==> src/rtl/dit_ifft8_seq_if.sv <==
// Valid/ready bin-in / sample-out bundle for the sequential 8-point inverse FFT.
interface dit_ifft8_seq_if #(
    parameter int unsigned DW = 12
);
    logic                 in_valid;
    logic                 in_ready;
    logic signed [DW-1:0] xr;
    logic signed [DW-1:0] xi;
    logic                 out_valid;
    logic                 out_ready;
    logic signed [DW-1:0] yr;
    logic signed [DW-1:0] yi;
    logic [2:0]           out_idx;
    logic                 busy;

    modport master (
        output in_valid, xr, xi, out_ready,
        input  in_ready, out_valid, yr, yi, out_idx, busy
    );

    modport slave (
        input  in_valid, xr, xi, out_ready,
        output in_ready, out_valid, yr, yi, out_idx, busy
    );
endinterface

==> src/rtl/dit_ifft8_seq.sv <==
// 8-point radix-2 DIT inverse FFT: bins loaded bit-reversed, one shared butterfly
// run 3 stages x 4 butterflies in place with 1/2 scaling per stage, samples streamed out.
module dit_ifft8_seq #(
    parameter int unsigned DW   = 12,
    parameter int unsigned FRAC = 7
) (
    input logic            clk,
    input logic            rst_n,
    dit_ifft8_seq_if.slave io
);

    localparam int unsigned TW  = FRAC + 2;
    localparam int unsigned PW  = DW + TW + 1;
    localparam int unsigned AW  = DW + 2;
    localparam int          ONE = 1 << FRAC;
    localparam int          C45 = (181 * ONE + 128) / 256;
    localparam int          RND = 1 << (FRAC - 1);

    localparam logic signed [AW-1:0] VMAX = AW'((1 << (DW - 1)) - 1);
    localparam logic signed [AW-1:0] VMIN = AW'(-(1 << (DW - 1)));

    localparam logic [1:0] S_LOAD    = 2'd0;
    localparam logic [1:0] S_COMPUTE = 2'd1;
    localparam logic [1:0] S_OUTPUT  = 2'd2;

    localparam logic [3:0] LAST_BFLY = 4'd11;

    logic signed [DW-1:0] mem_r [8];
    logic signed [DW-1:0] mem_i [8];

    logic [1:0]           state_q, state_d;
    logic [2:0]           cnt_q, cnt_d;
    logic [3:0]           bcnt_q, bcnt_d;
    logic [2:0]           idx_q, idx_d;
    logic                 in_ready_q, in_ready_d;
    logic                 out_valid_q, out_valid_d;
    logic                 busy_q, busy_d;
    logic signed [DW-1:0] yr_q, yr_d;
    logic signed [DW-1:0] yi_q, yi_d;

    logic                 ld_we, bf_we;
    logic [2:0]           wa;
    logic [2:0]           idx_nx;

    logic [1:0]           stg, bfl, tk;
    logic [2:0]           pa, pb;
    logic signed [TW-1:0] w_r, w_i;
    logic signed [DW-1:0] a_r, a_i, b_r, b_i;
    logic signed [PW-1:0] p_r, p_i;
    logic signed [AW-1:0] t_r, t_i;
    logic signed [DW-1:0] na_r, na_i, nb_r, nb_i;

    // Halve with floor, then clamp into the DW-bit signed range.
    function automatic logic signed [DW-1:0] sat_half(input logic signed [AW-1:0] v);
        logic signed [AW-1:0] hv;
        hv = v >>> 1;
        if (hv > VMAX)      return DW'(VMAX);
        else if (hv < VMIN) return DW'(VMIN);
        else                return DW'(hv);
    endfunction

    assign wa     = {cnt_q[0], cnt_q[1], cnt_q[2]};
    assign idx_nx = idx_q + 3'd1;
    assign stg    = bcnt_q[3:2];
    assign bfl    = bcnt_q[1:0];

    // Butterfly pair addresses and twiddle index for stage stg, butterfly bfl.
    always_comb begin
        pa = 3'd0;
        pb = 3'd0;
        tk = 2'd0;
        case (stg)
            2'd0: begin
                pa = {bfl, 1'b0};
                pb = {bfl, 1'b1};
                tk = 2'd0;
            end
            2'd1: begin
                pa = {bfl[1], 1'b0, bfl[0]};
                pb = {bfl[1], 1'b1, bfl[0]};
                tk = {bfl[0], 1'b0};
            end
            default: begin
                pa = {1'b0, bfl};
                pb = {1'b1, bfl};
                tk = bfl;
            end
        endcase
    end

    // Inverse twiddles exp(+j*2*pi*k/8).
    always_comb begin
        w_r = '0;
        w_i = '0;
        case (tk)
            2'd0: begin w_r = TW'(ONE);  w_i = '0;        end
            2'd1: begin w_r = TW'(C45);  w_i = TW'(C45);  end
            2'd2: begin w_r = '0;        w_i = TW'(ONE);  end
            default: begin w_r = TW'(-C45); w_i = TW'(C45); end
        endcase
    end

    always_comb begin
        a_r  = mem_r[pa];
        a_i  = mem_i[pa];
        b_r  = mem_r[pb];
        b_i  = mem_i[pb];
        p_r  = PW'(b_r) * PW'(w_r) - PW'(b_i) * PW'(w_i) + PW'(RND);
        p_i  = PW'(b_r) * PW'(w_i) + PW'(b_i) * PW'(w_r) + PW'(RND);
        t_r  = AW'(p_r >>> FRAC);
        t_i  = AW'(p_i >>> FRAC);
        na_r = sat_half(AW'(a_r) + t_r);
        na_i = sat_half(AW'(a_i) + t_i);
        nb_r = sat_half(AW'(a_r) - t_r);
        nb_i = sat_half(AW'(a_i) - t_i);
    end

    // Next-state and registered-output values.
    always_comb begin
        state_d     = state_q;
        cnt_d       = cnt_q;
        bcnt_d      = bcnt_q;
        idx_d       = idx_q;
        in_ready_d  = 1'b0;
        out_valid_d = 1'b0;
        busy_d      = 1'b0;
        yr_d        = yr_q;
        yi_d        = yi_q;
        ld_we       = 1'b0;
        bf_we       = 1'b0;
        case (state_q)
            S_LOAD: begin
                in_ready_d = 1'b1;
                if (io.in_valid && in_ready_q) begin
                    ld_we = 1'b1;
                    cnt_d = cnt_q + 3'd1;
                    if (cnt_q == 3'd7) begin
                        state_d    = S_COMPUTE;
                        in_ready_d = 1'b0;
                        busy_d     = 1'b1;
                        bcnt_d     = 4'd0;
                    end
                end
            end
            S_COMPUTE: begin
                bf_we  = 1'b1;
                busy_d = 1'b1;
                bcnt_d = bcnt_q + 4'd1;
                if (bcnt_q == LAST_BFLY) begin
                    // The final butterfly writes slots 3 and 7, so slot 0 is settled here.
                    state_d     = S_OUTPUT;
                    busy_d      = 1'b0;
                    bcnt_d      = 4'd0;
                    out_valid_d = 1'b1;
                    idx_d       = 3'd0;
                    yr_d        = mem_r[0];
                    yi_d        = mem_i[0];
                end
            end
            S_OUTPUT: begin
                out_valid_d = 1'b1;
                if (out_valid_q && io.out_ready) begin
                    if (idx_q == 3'd7) begin
                        state_d     = S_LOAD;
                        out_valid_d = 1'b0;
                        in_ready_d  = 1'b1;
                        idx_d       = 3'd0;
                    end else begin
                        idx_d = idx_nx;
                        yr_d  = mem_r[idx_nx];
                        yi_d  = mem_i[idx_nx];
                    end
                end
            end
            default: begin
                state_d = S_LOAD;
            end
        endcase
    end

    always_ff @(posedge clk or negedge rst_n) begin
        if (!rst_n) begin
            state_q     <= S_LOAD;
            cnt_q       <= 3'd0;
            bcnt_q      <= 4'd0;
            idx_q       <= 3'd0;
            in_ready_q  <= 1'b0;
            out_valid_q <= 1'b0;
            busy_q      <= 1'b0;
            yr_q        <= '0;
            yi_q        <= '0;
        end else begin
            state_q     <= state_d;
            cnt_q       <= cnt_d;
            bcnt_q      <= bcnt_d;
            idx_q       <= idx_d;
            in_ready_q  <= in_ready_d;
            out_valid_q <= out_valid_d;
            busy_q      <= busy_d;
            yr_q        <= yr_d;
            yi_q        <= yi_d;
        end
    end

    // Working store: bit-reversed load, in-place butterfly write-back.
    always_ff @(posedge clk) begin
        if (ld_we) begin
            mem_r[wa] <= io.xr;
            mem_i[wa] <= io.xi;
        end
        if (bf_we) begin
            mem_r[pa] <= na_r;
            mem_i[pa] <= na_i;
            mem_r[pb] <= nb_r;
            mem_i[pb] <= nb_i;
        end
    end

    assign io.in_ready  = in_ready_q;
    assign io.out_valid = out_valid_q;
    assign io.yr        = yr_q;
    assign io.yi        = yi_q;
    assign io.out_idx   = idx_q;
    assign io.busy      = busy_q;

endmodule

==> src/flat_wrapper.sv <==
// flat-port wrapper written by rule: the top's interface ports become plain ports
module dit_ifft8_seq_flat 
#(
    parameter int unsigned DW   = 12,
    parameter int unsigned FRAC = 7
)
  (clk, rst_n, io_in_valid, io_xr, io_xi, io_out_ready, io_in_ready, io_out_valid, io_yr, io_yi, io_out_idx, io_busy);
  dit_ifft8_seq_if #(.DW(DW)) io_i ();
  input logic clk;
  input logic rst_n;
  input wire logic [$bits(io_i.in_valid)-1:0] io_in_valid;
  input wire logic [$bits(io_i.xr)-1:0] io_xr;
  input wire logic [$bits(io_i.xi)-1:0] io_xi;
  input wire logic [$bits(io_i.out_ready)-1:0] io_out_ready;
  output wire logic [$bits(io_i.in_ready)-1:0] io_in_ready;
  output wire logic [$bits(io_i.out_valid)-1:0] io_out_valid;
  output wire logic [$bits(io_i.yr)-1:0] io_yr;
  output wire logic [$bits(io_i.yi)-1:0] io_yi;
  output wire logic [$bits(io_i.out_idx)-1:0] io_out_idx;
  output wire logic [$bits(io_i.busy)-1:0] io_busy;
  assign io_i.in_valid = io_in_valid;
  assign io_i.xr = io_xr;
  assign io_i.xi = io_xi;
  assign io_i.out_ready = io_out_ready;
  assign io_in_ready = io_i.in_ready;
  assign io_out_valid = io_i.out_valid;
  assign io_yr = io_i.yr;
  assign io_yi = io_i.yi;
  assign io_out_idx = io_i.out_idx;
  assign io_busy = io_i.busy;
  dit_ifft8_seq #(.DW(DW), .FRAC(FRAC)) u_core (.clk(clk), .rst_n(rst_n), .io(io_i));
endmodule
==> config.mk <==
export PLATFORM = sky130hd
export DESIGN_NAME = dit_ifft8_seq_flat
export DESIGN_NICKNAME = d
export VERILOG_FILES = /design/src/rtl/dit_ifft8_seq_if.sv /design/src/rtl/dit_ifft8_seq.sv /design/src/flat_wrapper.sv
export SDC_FILE = /design/constraint.sdc
export NUM_CORES = 2
export LEC_CHECK = 0
export CELL_PAD_IN_SITES_DETAIL_PLACEMENT = 1
export CELL_PAD_IN_SITES_GLOBAL_PLACEMENT = 2
export CORE_UTILIZATION = 43
export CTS_CLUSTER_SIZE = 14
export DETAILED_ROUTE_END_ITERATION = 7
export GPL_TIMING_DRIVEN = 0
export PLACE_DENSITY = 0.83
export SYNTH_ARGS = -nofsm -noshare
export SYNTH_HDL_FRONTEND = slang
export SYNTH_SLANG_ARGS = --single-unit
==> constraint.sdc <==
create_clock -name clk -period 12.3 [get_ports clk]
set_clock_uncertainty 0.05 [all_clocks]
set_input_delay 1.845 -clock clk [delete_from_list [all_inputs] [get_ports clk]]
set_output_delay 1.845 -clock clk [all_outputs]
set_load 0.02 [all_outputs]
==> key figures <==
Detailed routing
  – DR WL/cell: 31.2 µm
  – Routed Wire Length: 128 mm
  – DR vias: around 26000
  – DRT iter0 DRCs: 2812
  – Final ANT Viol Nets: 0
  – DRC violations left: 0
  – Vias/cell: 6.33
  – Pre-Repair DR Iteration Count: 6

Clocking
  – CTS buffer count: 23
  – Clock root buffer: clkbuf_16
  – CTS sink count: about 230
  – # H-tree levels: 1
  – Clock Latency Late Sink: about 0.55 ns
  – Clk buf depth: 3
  – CTS Hold Bufs: 0
  – Reg clk slew, reported paths: 0.07 ns
  – Clock tree from TritonCTS: done

Synth
  – Asr flop ratio synth: 0.169
  – Register bit total from synthesis: about 230
  – Synth area leader: fa_1
  – Mapped cell area: 0.0300 mm²
  – Syn. warnings: 0
  – Cells after Synth: 3070
  – Sequential fraction of the synthesis area: 0.225
  – Library cells used by synthesis: around 100
  – EDFF count, synth: around 190
  – Synth top area share: 0.211
  – Main synth FF type: edfxtp_1
  – Syn avg cell area: slightly below 10 µm²
  – Most area-consuming cells after synthesis: fa_1 21%, edfxtp_1 19%, ha_1 10%

Flow run
  – Max Cap Violations: 5

Floorplan
  – Die outline width: 266 µm
  – Core footprint: 0.0688 mm²
  – Starting Density: 0.435
  – Row count: 96
  – Top Ports: 58
  – Die height: 266 µm
  – DIE AREA: 0.0707 mm²

Setup path
  – Critical path depth: 39
  – R2R depth: 39
  – CP Buf/Inv Count: 9
  – Slowest stage delay, CP: 0.57 ns
  – Startpoint types: flop
  – Worst Path Required: 12.49 ns
  – Setup crit start: u_core.bcnt_q[1]
  – Setup CP Type: flop to flop
  – Crit path max fanout: 10
  – Reg-to-reg startpoint: u_core.bcnt_q[1]
  – Slowest-stage cell, CP: fa_1
  – FF-to-FF End: u_core.mem_r[1][8]
  – Worst Setup End Kind: flop
  – Worst reg-to-reg setup slack: 0.37 ns
  – WP data arrival: approximately 12 ns
  – Crit path capture: u_core.mem_r[1][8]
  – Delay-heaviest family, CP: adder cells
  – Most frequent CP cell: fa_1

GRT
  – Maximum number of pins on one net before global-route repair: 40
  – Vias in the first global route: 28386
  – Initial antenna violation count: 3
  – First-pass GRT wire length: 187 mm
  – Grt total ovfl: 0
  – Gr usage total: 0.367

Min path
  – Worst Hold Class: flop to flop

STA
  – RSZ-0062 raised after global routing: false
  – Final setup violation count: 0
  – Rel. slew slack: -0.0795
  – Endpoints failing hold: 0
  – Crit share post-route: 0.970
  – Fin crit period: around 12 ns
  – FMAX: 83.8 MHz
  – Measured slew at the worst slew-check pin: 1.62 ns
  – Slew Limit Fails: 55

Cells and area
  – Share of layout cells above drive strength 1: 0.105
  – Multi-input gate area: around 0.021 mm²
  – Syn-to-layout area delta: 12.0%
  – Final-layout fill cell count: 7741
  – Sequential cell area: 0.00674 mm²
  – Final #Nets: 3762
  – Post-route cell area: 0.0336 mm²
  – Final std cells w/o fill: 4122

Outcome
  – Violated checks: capacitance limit, slew limit
  – Outcome: finished with violations

Placed design
  – Placed cells: 4068
  – IO buf count: 57
  – DPL Wire Length: 101 mm
  – Area of placed instances: approximately 0.032 mm²
  – GP Congestion: 0.996
cells in the final DEF, fill, tap and decap left out, types with 37 or more instances in the layout:
cell type        instances
a221oi_1                95
a22oi_1                 44
fa_1                   316
clkbuf_1                86
clkdlybuf4s50_1         56
o21ai_0                123
xnor2_1                 67
nor2_1                 163
edfxtp_1               192
ha_1                   243
o22ai_1                 37
nand3_1                 56
dfrtp_1                 37
inv_1                  525
mux2i_1                108
mux4_2                  69
nor3_1                  37
nand2_1                260
a21oi_1                 77
cell families (layout without fill, tap and decap cells):
| group | count (synthesis) | in the layout | share of synthesized area |
|---|---|---|---|
| other | 2 | 5 | 0.000251 |
| multiplexers | 182 | 182 | 0.0898 |
| XOR/XNOR | 105 | 105 | 0.0325 |
| flip-flops | 231 | 231 | 0.225 |
| adder cells (fa/ha/maj) | 566 | 566 | 0.315 |
| buffers and inverters | 685 | 803 | 0.0882 |
| AO/OA/AOI/OAI | 631 | 631 | 0.148 |
| AND/OR/NAND/NOR | 668 | 668 | 0.101 |
cells in the mapped netlist, types with 10 or more instances:
library cell / instances
nand2b_1: 13
mux4_2: 69
a221oi_1: 100
a21oi_1: 85
a21o_1: 18
inv_1: 528
o22ai_1: 37
o21ai_0: 134
a22oi_1: 44
dfrtp_1: 39
fa_1: 316
clkbuf_1: 103
a31oi_1: 23
o21ai_2: 11
o21bai_1: 21
o21a_1: 11
buf_1: 26
mux2i_1: 108
nand3_1: 58
nor2b_1: 17
a211oi_1: 22
a311oi_1: 11
edfxtp_1: 192
nor2_1: 185
buf_2: 13
xnor2_1: 77
o221ai_1: 16
nand4_1: 10
nor3_1: 38
ha_1: 245
xor2_1: 23
and2_1: 24
nand2_1: 264
o21ai_1: 10
timing repair:
item / in CTS / in global routing
gates cloned: 0 / 0
buffers inserted: 5 / 12
pin swaps: 5 / 10
gates resized for setup: 127 / 82
setup endpoints to repair: 192 / 192
sequential cells by signal, indices dropped and copies added, names as in the netlist, 2 cells and up:
name,cells
u_core.state_q,2
u_core.mem_i,96
u_core.cnt_q,3
u_core.io.yr,12
u_core.bcnt_q,4
u_core.mem_r,96
u_core.io.yi,12
u_core.io.out_idx,3
layout make-up:
cell class	instances	share of cell area
Antenna cell	2	0.000149
Clock buffer	37	0.0205
Inverter	533	0.0598
Multi-Input combinational cell	2155	0.633
Buffer	146	0.0224
Clock inverter	4	0.000671
Timing Repair Buffer	83	0.0276
Sequential cell	231	0.201
Tap cell	931	0.0347
per-stage QoR:
stage | setup slack, ns | TNS (ns) | hold WS (ns) | utilization
floorplan | 1.07 | 0 | 0.437 | -
global placement | -2.97 | -449.90 | 0.418 | 0.461
detailed placement | -3.07 | -470.46 | 0.423 | 0.465
CTS | 0.000150 | 0 | 0.442 | 0.482
global route | 0.000883 | 0 | 0.472 | 0.488
finish | 0.370 | 0 | 0.440 | 0.488
layer usage:
layer | part of all wire | track usage
met3 | 0.099 | 0.0826
met5 | 0.00013 | 0
met1 | 0.37 | 0.446
met2 | 0.46 | 0.598
met4 | 0.067 | 0.215
worst min-delay path by stage:
| stage | startpoint | end | slack [ns] | depth (start not counted) |
|---|---|---|---|---|
| global route | u_core.io.yi[6] | u_core.io.yi[6] | 0.47 | 2 |
| finish | u_core.io.yi[2] | u_core.io.yi[2] | 0.44 | 2 |
| detailed placement | u_core.io.yi[0] | u_core.io.yi[0] | 0.42 | 2 |
| global placement | u_core.io.yi[0] | u_core.io.yi[0] | 0.42 | 2 |
| floorplan | u_core.cnt_q[0] | u_core.cnt_q[0] | 0.44 | 1 |
| CTS | u_core.io.yi[0] | u_core.io.yi[0] | 0.44 | 2 |
tightest hold or removal path, delay by kind of cell (launching register included):
family | cells | cell delay (ns)
flip-flops | 1 | 0.35
AO/OA/AOI/OAI | 1 | 0.06
AND/OR/NAND/NOR | 1 | 0.05
Power is not shown: default switching activity piles up to over one toggle a cycle in this logic, so the estimate is an artifact.
